--- src/rtl/grid_cursor_draw_if.sv ---
// VGA timing + colour bundle passed between stages of the rgb chain.
// The master drives the bundle and the slave consumes it.
interface grid_cursor_draw_if;
  logic [10:0] hcount;
  logic        hsync;
  logic        hblnk;
  logic [10:0] vcount;
  logic        vsync;
  logic        vblnk;
  logic [11:0] rgb;

  modport master (
    output hcount, hsync, hblnk, vcount, vsync, vblnk, rgb
  );

  modport slave (
    input hcount, hsync, hblnk, vcount, vsync, vblnk, rgb
  );
endinterface

--- src/rtl/grid_cursor_draw.sv ---
// Draws a blinking cell-outline highlight over the player and enemy boards.
// Cell selections are captured once per frame; every output lags its input by 2 clk.
module grid_cursor_draw #(
  parameter int          PLAYER_X     = 100,
  parameter int          ENEMY_X      = 538,
  parameter int          GRID_Y       = 200,
  parameter int          CELL         = 32,
  parameter int          CELLS        = 12,
  parameter int          BORDER       = 2,
  parameter logic [11:0] PLAYER_COLOR = 12'hFF0,
  parameter logic [11:0] ENEMY_COLOR  = 12'hF00,
  parameter int          BLINK_FRAMES = 16
) (
  input  logic                  clk,
  input  logic                  rst,
  grid_cursor_draw_if.slave     vga_in,
  grid_cursor_draw_if.master    vga_out,
  input  logic [7:0]            player_cor,
  input  logic                  player_sel,
  input  logic [7:0]            enemy_cor,
  input  logic                  enemy_sel
);

  localparam int CELL_SH = $clog2(CELL);
  localparam int CNT_W   = (BLINK_FRAMES > 2) ? $clog2(BLINK_FRAMES) : 1;

  typedef struct packed {
    logic [10:0] hcount;
    logic        hsync;
    logic        hblnk;
    logic [10:0] vcount;
    logic        vsync;
    logic        vblnk;
    logic [11:0] rgb;
  } vga_t;

  // ---------------------------------------------------------------------------
  // Frame latch: selections are sampled on the vblank rising edge only.
  // ---------------------------------------------------------------------------
  logic       vblnk_prev;
  logic       frame_latch;
  logic [7:0] player_cor_q;
  logic [7:0] enemy_cor_q;
  logic       player_sel_q;
  logic       enemy_sel_q;

  assign frame_latch = vga_in.vblnk & ~vblnk_prev;

  always_ff @(posedge clk) begin
    // NOTE: reset is synchronous here; every register in this block clears on the clock edge.
    if (rst) begin
      vblnk_prev   <= 1'b0;
      player_cor_q <= 8'd0;
      enemy_cor_q  <= 8'd0;
      player_sel_q <= 1'b0;
      enemy_sel_q  <= 1'b0;
    end else begin
      vblnk_prev <= vga_in.vblnk;
      if (frame_latch) begin
        player_cor_q <= player_cor;
        enemy_cor_q  <= enemy_cor;
        player_sel_q <= player_sel;
        enemy_sel_q  <= enemy_sel;
      end
    end
  end

  // ---------------------------------------------------------------------------
  // Blink: the phase shown in a frame is the phase held before that frame's
  // latch, so a fresh reset gives BLINK_FRAMES visible frames first.
  // ---------------------------------------------------------------------------
  logic [CNT_W-1:0] frame_cnt;
  logic             phase;
  logic             phase_shown;

  always_ff @(posedge clk) begin
    if (rst) begin
      frame_cnt   <= '0;
      phase       <= 1'b1;
      phase_shown <= 1'b1;
    end else if (frame_latch && (BLINK_FRAMES != 0)) begin
      phase_shown <= phase;
      if (frame_cnt == CNT_W'(BLINK_FRAMES - 1)) begin
        frame_cnt <= '0;
        phase     <= ~phase;
      end else begin
        frame_cnt <= frame_cnt + CNT_W'(1);
      end
    end
  end

  // ---------------------------------------------------------------------------
  // Cell geometry
  // ---------------------------------------------------------------------------
  // Returns {inside span, within BORDER of either end of the span} for one axis.
  function automatic logic [1:0] axis_hit(input logic [10:0] pos, input logic [10:0] origin);
    logic [11:0] p;
    logic [11:0] lo;
    logic [11:0] hi;
    logic [1:0]  res;
    p      = {1'b0, pos};
    lo     = {1'b0, origin};
    hi     = lo + 12'(CELL - 1);
    res[1] = (p >= lo) && (p <= hi);
    res[0] = (p < lo + 12'(BORDER)) || (p > hi - 12'(BORDER));
    return res;
  endfunction

  function automatic logic outline_hit(
    input logic [10:0] hcount,
    input logic [10:0] vcount,
    input logic [10:0] x_base,
    input logic [7:0]  cor
  );
    logic [3:0]  col;
    logic [3:0]  row;
    logic [10:0] x0;
    logic [10:0] y0;
    logic [1:0]  hx;
    logic [1:0]  hy;
    logic        valid;
    col   = cor[7:4];
    row   = cor[3:0];
    x0    = x_base + (11'(col) << CELL_SH);
    y0    = 11'(GRID_Y) + (11'(row) << CELL_SH);
    valid = (5'(col) < 5'(CELLS)) && (5'(row) < 5'(CELLS));
    hx    = axis_hit(hcount, x0);
    hy    = axis_hit(vcount, y0);
    return valid && hx[1] && hy[1] && (hx[0] || hy[0]);
  endfunction

  logic player_hit;
  logic enemy_hit;

  assign player_hit = outline_hit(vga_in.hcount, vga_in.vcount, 11'(PLAYER_X), player_cor_q);
  assign enemy_hit  = outline_hit(vga_in.hcount, vga_in.vcount, 11'(ENEMY_X),  enemy_cor_q);

  // ---------------------------------------------------------------------------
  // Stage 1: timing, colour and hit flags
  // ---------------------------------------------------------------------------
  vga_t s1;
  logic s1_player_hit;
  logic s1_enemy_hit;

  always_ff @(posedge clk) begin
    if (rst) begin
      s1            <= '0;
      s1_player_hit <= 1'b0;
      s1_enemy_hit  <= 1'b0;
    end else begin
      s1.hcount     <= vga_in.hcount;
      s1.hsync      <= vga_in.hsync;
      s1.hblnk      <= vga_in.hblnk;
      s1.vcount     <= vga_in.vcount;
      s1.vsync      <= vga_in.vsync;
      s1.vblnk      <= vga_in.vblnk;
      s1.rgb        <= vga_in.rgb;
      s1_player_hit <= player_hit;
      s1_enemy_hit  <= enemy_hit;
    end
  end

  // ---------------------------------------------------------------------------
  // Stage 2: colour mux; blanking always passes the upstream colour through.
  // ---------------------------------------------------------------------------
  logic [11:0] rgb_mux;
  vga_t        s2;

  always_comb begin
    // NOTE: default first so no path leaves rgb_mux unassigned (no latch).
    rgb_mux = s1.rgb;
    if (s1.hblnk || s1.vblnk) begin
      rgb_mux = s1.rgb;
    end else if (s1_player_hit && player_sel_q && phase_shown) begin
      rgb_mux = PLAYER_COLOR;
    end else if (s1_enemy_hit && enemy_sel_q && phase_shown) begin
      rgb_mux = ENEMY_COLOR;
    end
  end

  always_ff @(posedge clk) begin
    if (rst) begin
      s2 <= '0;
    end else begin
      s2     <= s1;
      s2.rgb <= rgb_mux;
    end
  end

  assign vga_out.hcount = s2.hcount;
  assign vga_out.hsync  = s2.hsync;
  assign vga_out.hblnk  = s2.hblnk;
  assign vga_out.vcount = s2.vcount;
  assign vga_out.vsync  = s2.vsync;
  assign vga_out.vblnk  = s2.vblnk;
  assign vga_out.rgb    = s2.rgb;

endmodule

--- src/flat_wrapper.sv ---
// flat-port wrapper written by rule: the top's interface ports become plain ports
module grid_cursor_draw_flat 
#(
  parameter int          PLAYER_X     = 100,
  parameter int          ENEMY_X      = 538,
  parameter int          GRID_Y       = 200,
  parameter int          CELL         = 32,
  parameter int          CELLS        = 12,
  parameter int          BORDER       = 2,
  parameter logic [11:0] PLAYER_COLOR = 12'hFF0,
  parameter logic [11:0] ENEMY_COLOR  = 12'hF00,
  parameter int          BLINK_FRAMES = 16
)
  (clk, rst, player_cor, player_sel, enemy_cor, enemy_sel, vga_in_hcount, vga_in_hsync, vga_in_hblnk, vga_in_vcount, vga_in_vsync, vga_in_vblnk, vga_in_rgb, vga_out_hcount, vga_out_hsync, vga_out_hblnk, vga_out_vcount, vga_out_vsync, vga_out_vblnk, vga_out_rgb);
  grid_cursor_draw_if vga_in_i ();
  grid_cursor_draw_if vga_out_i ();
  input  logic clk;
  input  logic rst;
  input  logic [7:0] player_cor;
  input  logic player_sel;
  input  logic [7:0] enemy_cor;
  input  logic enemy_sel;
  input wire logic [$bits(vga_in_i.hcount)-1:0] vga_in_hcount;
  input wire logic [$bits(vga_in_i.hsync)-1:0] vga_in_hsync;
  input wire logic [$bits(vga_in_i.hblnk)-1:0] vga_in_hblnk;
  input wire logic [$bits(vga_in_i.vcount)-1:0] vga_in_vcount;
  input wire logic [$bits(vga_in_i.vsync)-1:0] vga_in_vsync;
  input wire logic [$bits(vga_in_i.vblnk)-1:0] vga_in_vblnk;
  input wire logic [$bits(vga_in_i.rgb)-1:0] vga_in_rgb;
  output wire logic [$bits(vga_out_i.hcount)-1:0] vga_out_hcount;
  output wire logic [$bits(vga_out_i.hsync)-1:0] vga_out_hsync;
  output wire logic [$bits(vga_out_i.hblnk)-1:0] vga_out_hblnk;
  output wire logic [$bits(vga_out_i.vcount)-1:0] vga_out_vcount;
  output wire logic [$bits(vga_out_i.vsync)-1:0] vga_out_vsync;
  output wire logic [$bits(vga_out_i.vblnk)-1:0] vga_out_vblnk;
  output wire logic [$bits(vga_out_i.rgb)-1:0] vga_out_rgb;
  assign vga_in_i.hcount = vga_in_hcount;
  assign vga_in_i.hsync = vga_in_hsync;
  assign vga_in_i.hblnk = vga_in_hblnk;
  assign vga_in_i.vcount = vga_in_vcount;
  assign vga_in_i.vsync = vga_in_vsync;
  assign vga_in_i.vblnk = vga_in_vblnk;
  assign vga_in_i.rgb = vga_in_rgb;
  assign vga_out_hcount = vga_out_i.hcount;
  assign vga_out_hsync = vga_out_i.hsync;
  assign vga_out_hblnk = vga_out_i.hblnk;
  assign vga_out_vcount = vga_out_i.vcount;
  assign vga_out_vsync = vga_out_i.vsync;
  assign vga_out_vblnk = vga_out_i.vblnk;
  assign vga_out_rgb = vga_out_i.rgb;
  grid_cursor_draw #(.PLAYER_X(PLAYER_X), .ENEMY_X(ENEMY_X), .GRID_Y(GRID_Y), .CELL(CELL), .CELLS(CELLS), .BORDER(BORDER), .PLAYER_COLOR(PLAYER_COLOR), .ENEMY_COLOR(ENEMY_COLOR), .BLINK_FRAMES(BLINK_FRAMES)) u_core (.clk(clk), .rst(rst), .vga_in(vga_in_i), .vga_out(vga_out_i), .player_cor(player_cor), .player_sel(player_sel), .enemy_cor(enemy_cor), .enemy_sel(enemy_sel));
endmodule
--- config.mk ---
export PLATFORM = sky130hd
export DESIGN_NAME = grid_cursor_draw_flat
export DESIGN_NICKNAME = d
export VERILOG_FILES = /design/src/rtl/grid_cursor_draw_if.sv /design/src/rtl/grid_cursor_draw.sv /design/src/flat_wrapper.sv
export SDC_FILE = /design/constraint.sdc
export NUM_CORES = 1
export LEC_CHECK = 0
export BUFFER_PORTS_ARGS = -buffer_cell sky130_fd_sc_hd__buf_4
export CORE_MARGIN = 8
export CORE_UTILIZATION = 40
export DETAILED_ROUTE_END_ITERATION = 6
export PLACE_DENSITY = 0.67
export SYNTH_ARGS = -nofsm -noshare
export SYNTH_HDL_FRONTEND = slang
export SYNTH_SLANG_ARGS = --single-unit
--- constraint.sdc ---
create_clock -name clk -period 4.65 [get_ports clk]
set_input_delay 0.93 -clock clk [delete_from_list [all_inputs] [get_ports clk]]
set_output_delay 0.93 -clock clk [all_outputs]
set_load 0.02 [all_outputs]
==> metrics <==
worst hold start u_core.s1[0]; Placed Instance Area 5550 um^2; initial antenna violation count 0; met1 Use GR 0.180; FF-to-FF setup slack 1830 ps; synthesized cell area 4710 um^2; Starting Density 0.411; Pwr per Cell Area 347 nW/um^2; simple logic cell fraction of the synthesized area 0.226; clock skew 12.7 ps; Pins Over Slew Limit 0; insertion delay to the later sink of the worst-skew pair 340 ps; routability cong. 0.815; count of flip-flops with a built-in enable after synthesis 0; # IOs 96; Iter 0 DRT Violations 197; Synth Area per Inst 9.14 um^2; Clock H-tree levels 3; die width 125 um; FF-to-FF Start u_core.player_cor_q[4]; slew at the pin closest to its max-slew limit 1000 ps; dpl hpwl 8.75 mm; Adder-Cell Fraction of Synth Area 0.138; Most used DFF post-synth dfxtp_1; Final ANT Viol Nets 0; cell chain of the critical path inv_1, ha_1, xor2_1, nor3_1, xor2_1, ha_1, and3_1, nor4b_1, a21oi_1, nor4_1, a211oi_1; routed len/inst 15.3 um; CTS-repair resized insts 0; post-layout instance area 5850 um^2; Slew headroom 0.332; crit path from u_core.player_cor_q[4]; Peak supply drop 0.172 mV; Die ar. 15500 um^2; Syn. warnings 0; core box area 11500 um^2; CTS clk-pin slew, worst paths 80 ps; row count 39; CP max stage delay 480 ps; Net Sw Power 538 uW; pin count of the biggest net entering global routing 64; die extent in y 125 um; Initial DRT Pass Iterations 4; WL final 11.5 mm; number of remaining DRC errors 0; Vias 3834; status finished, final reports clean; M3 GR Usage 0.0328; Seq pwr share 0.462; R2R depth 11; switching share of power 0.265; arrival time of the worst setup path 3050 ps; CP max-delay cell nor4b_1; cts hold-fix bufs 0; Tot GR Track Use 0.149; Final period util 0.606; syn_nets 625; antenna cells 0; TritonCTS Buffers 9; min Tclk post-route 2820 ps; Synth Area in Compound Gates 0.143; leakage 0.00257 uW; Worst R2R End u_core.s1_player_hit; Post-CTS Setup Inserts 0; CTS Buffer Depth 2; via count of the first global-routing pass 3854; Final nets 715; I/O Buffers 95; Int Pwr 1490 uW; Layout area overhead 24.3%; Hold Path End u_core.vga_out.rgb[0]; Setup Viol. Count Final 0; met2 global-route usage 0.255; largest family of logic cells by synthesized area simple AND/OR/NAND/NOR gates; Hold/Removal Path Class flip-flop to flip-flop; hold depth 1; CP Max Fanout 6; RSZ-0062 raised after global routing no; Gate Count Post-Synth 515; Yosys cell types 49; Seq/Total Area, Yosys 0.434; Synth async-reset ratio 0; Vias/cell 5.10; Max-Cap Viols 0; clk sink count 102; worst path required time 4880 ps; setup_tns 0 ps; CTS tree built; Clk network pwr share 0.376; critical path class flip-flop to flip-flop; crit path launch type flip-flop; Fin. Hold Viols 0; #FFs+latches synth 102; GR peak layer met2; grt ovf 0; Post-Synth XOR/XNOR Area 0.0298; Comb power frac 0.162; crit path capture type flip-flop; mux contribution to synthesized area 0; global-route wire length before repair 19.3 mm; share of cells above drive strength 1 0.192; maximum clock frequency 355 MHz; clk root buf clkbuf_16
-- cells by family after synthesis --
logic type,count (synthesis)
other,1
DFF,102
adders and majority gates,52
buffers and inverters,36
and+or+nand+nor,201
AOI/OAI and AO/OA,107
xor gates and xnor gates,16
-- synth_stat cells (all sizes together) (4+ instances only) --
master	count	area share
a21oi	50	0.053
o21ai	15	0.016
a221oi	5	0.0093
nor2	20	0.016
nor2b	66	0.088
o211ai	6	0.0096
clkbuf	14	0.011
and2	6	0.0080
buf	4	0.0035
nand2	65	0.052
nand2b	4	0.0053
xor2	12	0.022
dfxtp	102	0.43
nand3	8	0.0085
nand4	5	0.0066
a21o	10	0.016
inv	18	0.014
ha	52	0.14
xnor2	4	0.0074
-- power by group through the flow --
stage	Clock (uW)	Combinational, uW	Sequential [uW]
after floorplan	0	193	968
after global placement	0	321	956
after detailed placement	0	329	957
after CTS	792	330	937
after global routing	823	372	942
final	763	329	937
-- flip-flops by register name, summed over array words and instances, names as in the netlist --
name                   cells
u_core.vga_out.vsync       1
u_core.vga_out.hsync       1
u_core.s1_enemy_hit        1
u_core.player_cor_q        8
u_core.frame_cnt           4
u_core.enemy_sel_q         1
u_core.vga_out.hcount     11
u_core.phase_shown         1
u_core.s1_player_hit       1
u_core.vga_out.vcount     11
u_core.vga_out.vblnk       1
u_core.phase               1
u_core.enemy_cor_q         8
u_core.player_sel_q        1
u_core.vga_out.rgb        12
u_core.s1                 38
u_core.vga_out.hblnk       1
-- worst max path at each step --
stage,end
detailed placement,u_core.s1_player_hit
finish,u_core.s1_player_hit
global route,u_core.s1_player_hit
floorplan,u_core.s1_player_hit
CTS,u_core.s1_player_hit
global placement,u_core.s1_player_hit
-- critical path, delay by kind of cell (launching register included) --
kind            cells  cell delay [ps]
compound gates      2              250
xor+xnor            2              260
fa+ha+maj           2              520
buf+inv             1              100
flops               1              440
simple gates        4             1120
-- metrics by stage --
stage / setup slack (ps) / utilization / total power [uW] / hold WS, ps / std cells
detailed placement: 1840 / 0.484 / 1290 / 418 / 737
global route: 1530 / 0.510 / 2140 / 453 / 752
floorplan: 2100 / - / 1160 / 406 / 515
global placement: 1930 / 0.484 / 1280 / 410 / 737
finish: 1830 / 0.510 / 2030 / 429 / 752
CTS: 1830 / 0.510 / 2060 / 430 / 752
-- metal layers --
layer | vias up | routed length, um | part of all wire
met2 | 101 | 5660 | 0.49
met1 | 1756 | 5050 | 0.44
li1 | 1961 | - | -
met5 | - | 0 | 0
met3 | 16 | 552 | 0.048
met4 | 0 | 203 | 0.018
-- cell type report --
cell class | instances | area, um^2
clock buffers | 9 | 225
clock inverters | 6 | 80.1
fillers | 1080 | 5610
inverters | 18 | 67.6
multi-input cells | 377 | 2530
flip-flops and latches | 102 | 2040
well taps | 143 | 179
repair buffers | 97 | 728
-- layout by cell type, fill, tap and decap left out, types with 3 or more instances in the layout --
cell / instances
o21ai_0: 15
dfxtp_1: 102
or3_1: 3
o2111ai_1: 3
buf_4: 97
o211ai_1: 6
inv_1: 18
nor2b_1: 66
a221oi_1: 5
nor3b_1: 3
and3_1: 3
nor3_1: 3
clkbuf_16: 9
nand4b_1: 3
nand3_1: 8
a21oi_1: 50
ha_1: 52
nand2b_1: 4
nand4_1: 5
xnor2_1: 4
xor2_1: 12
nand2_1: 65
nor2_1: 20
nand3b_1: 3
a21o_1: 10
and2_1: 6
Note: power is estimated with default switching activity, not from simulation.
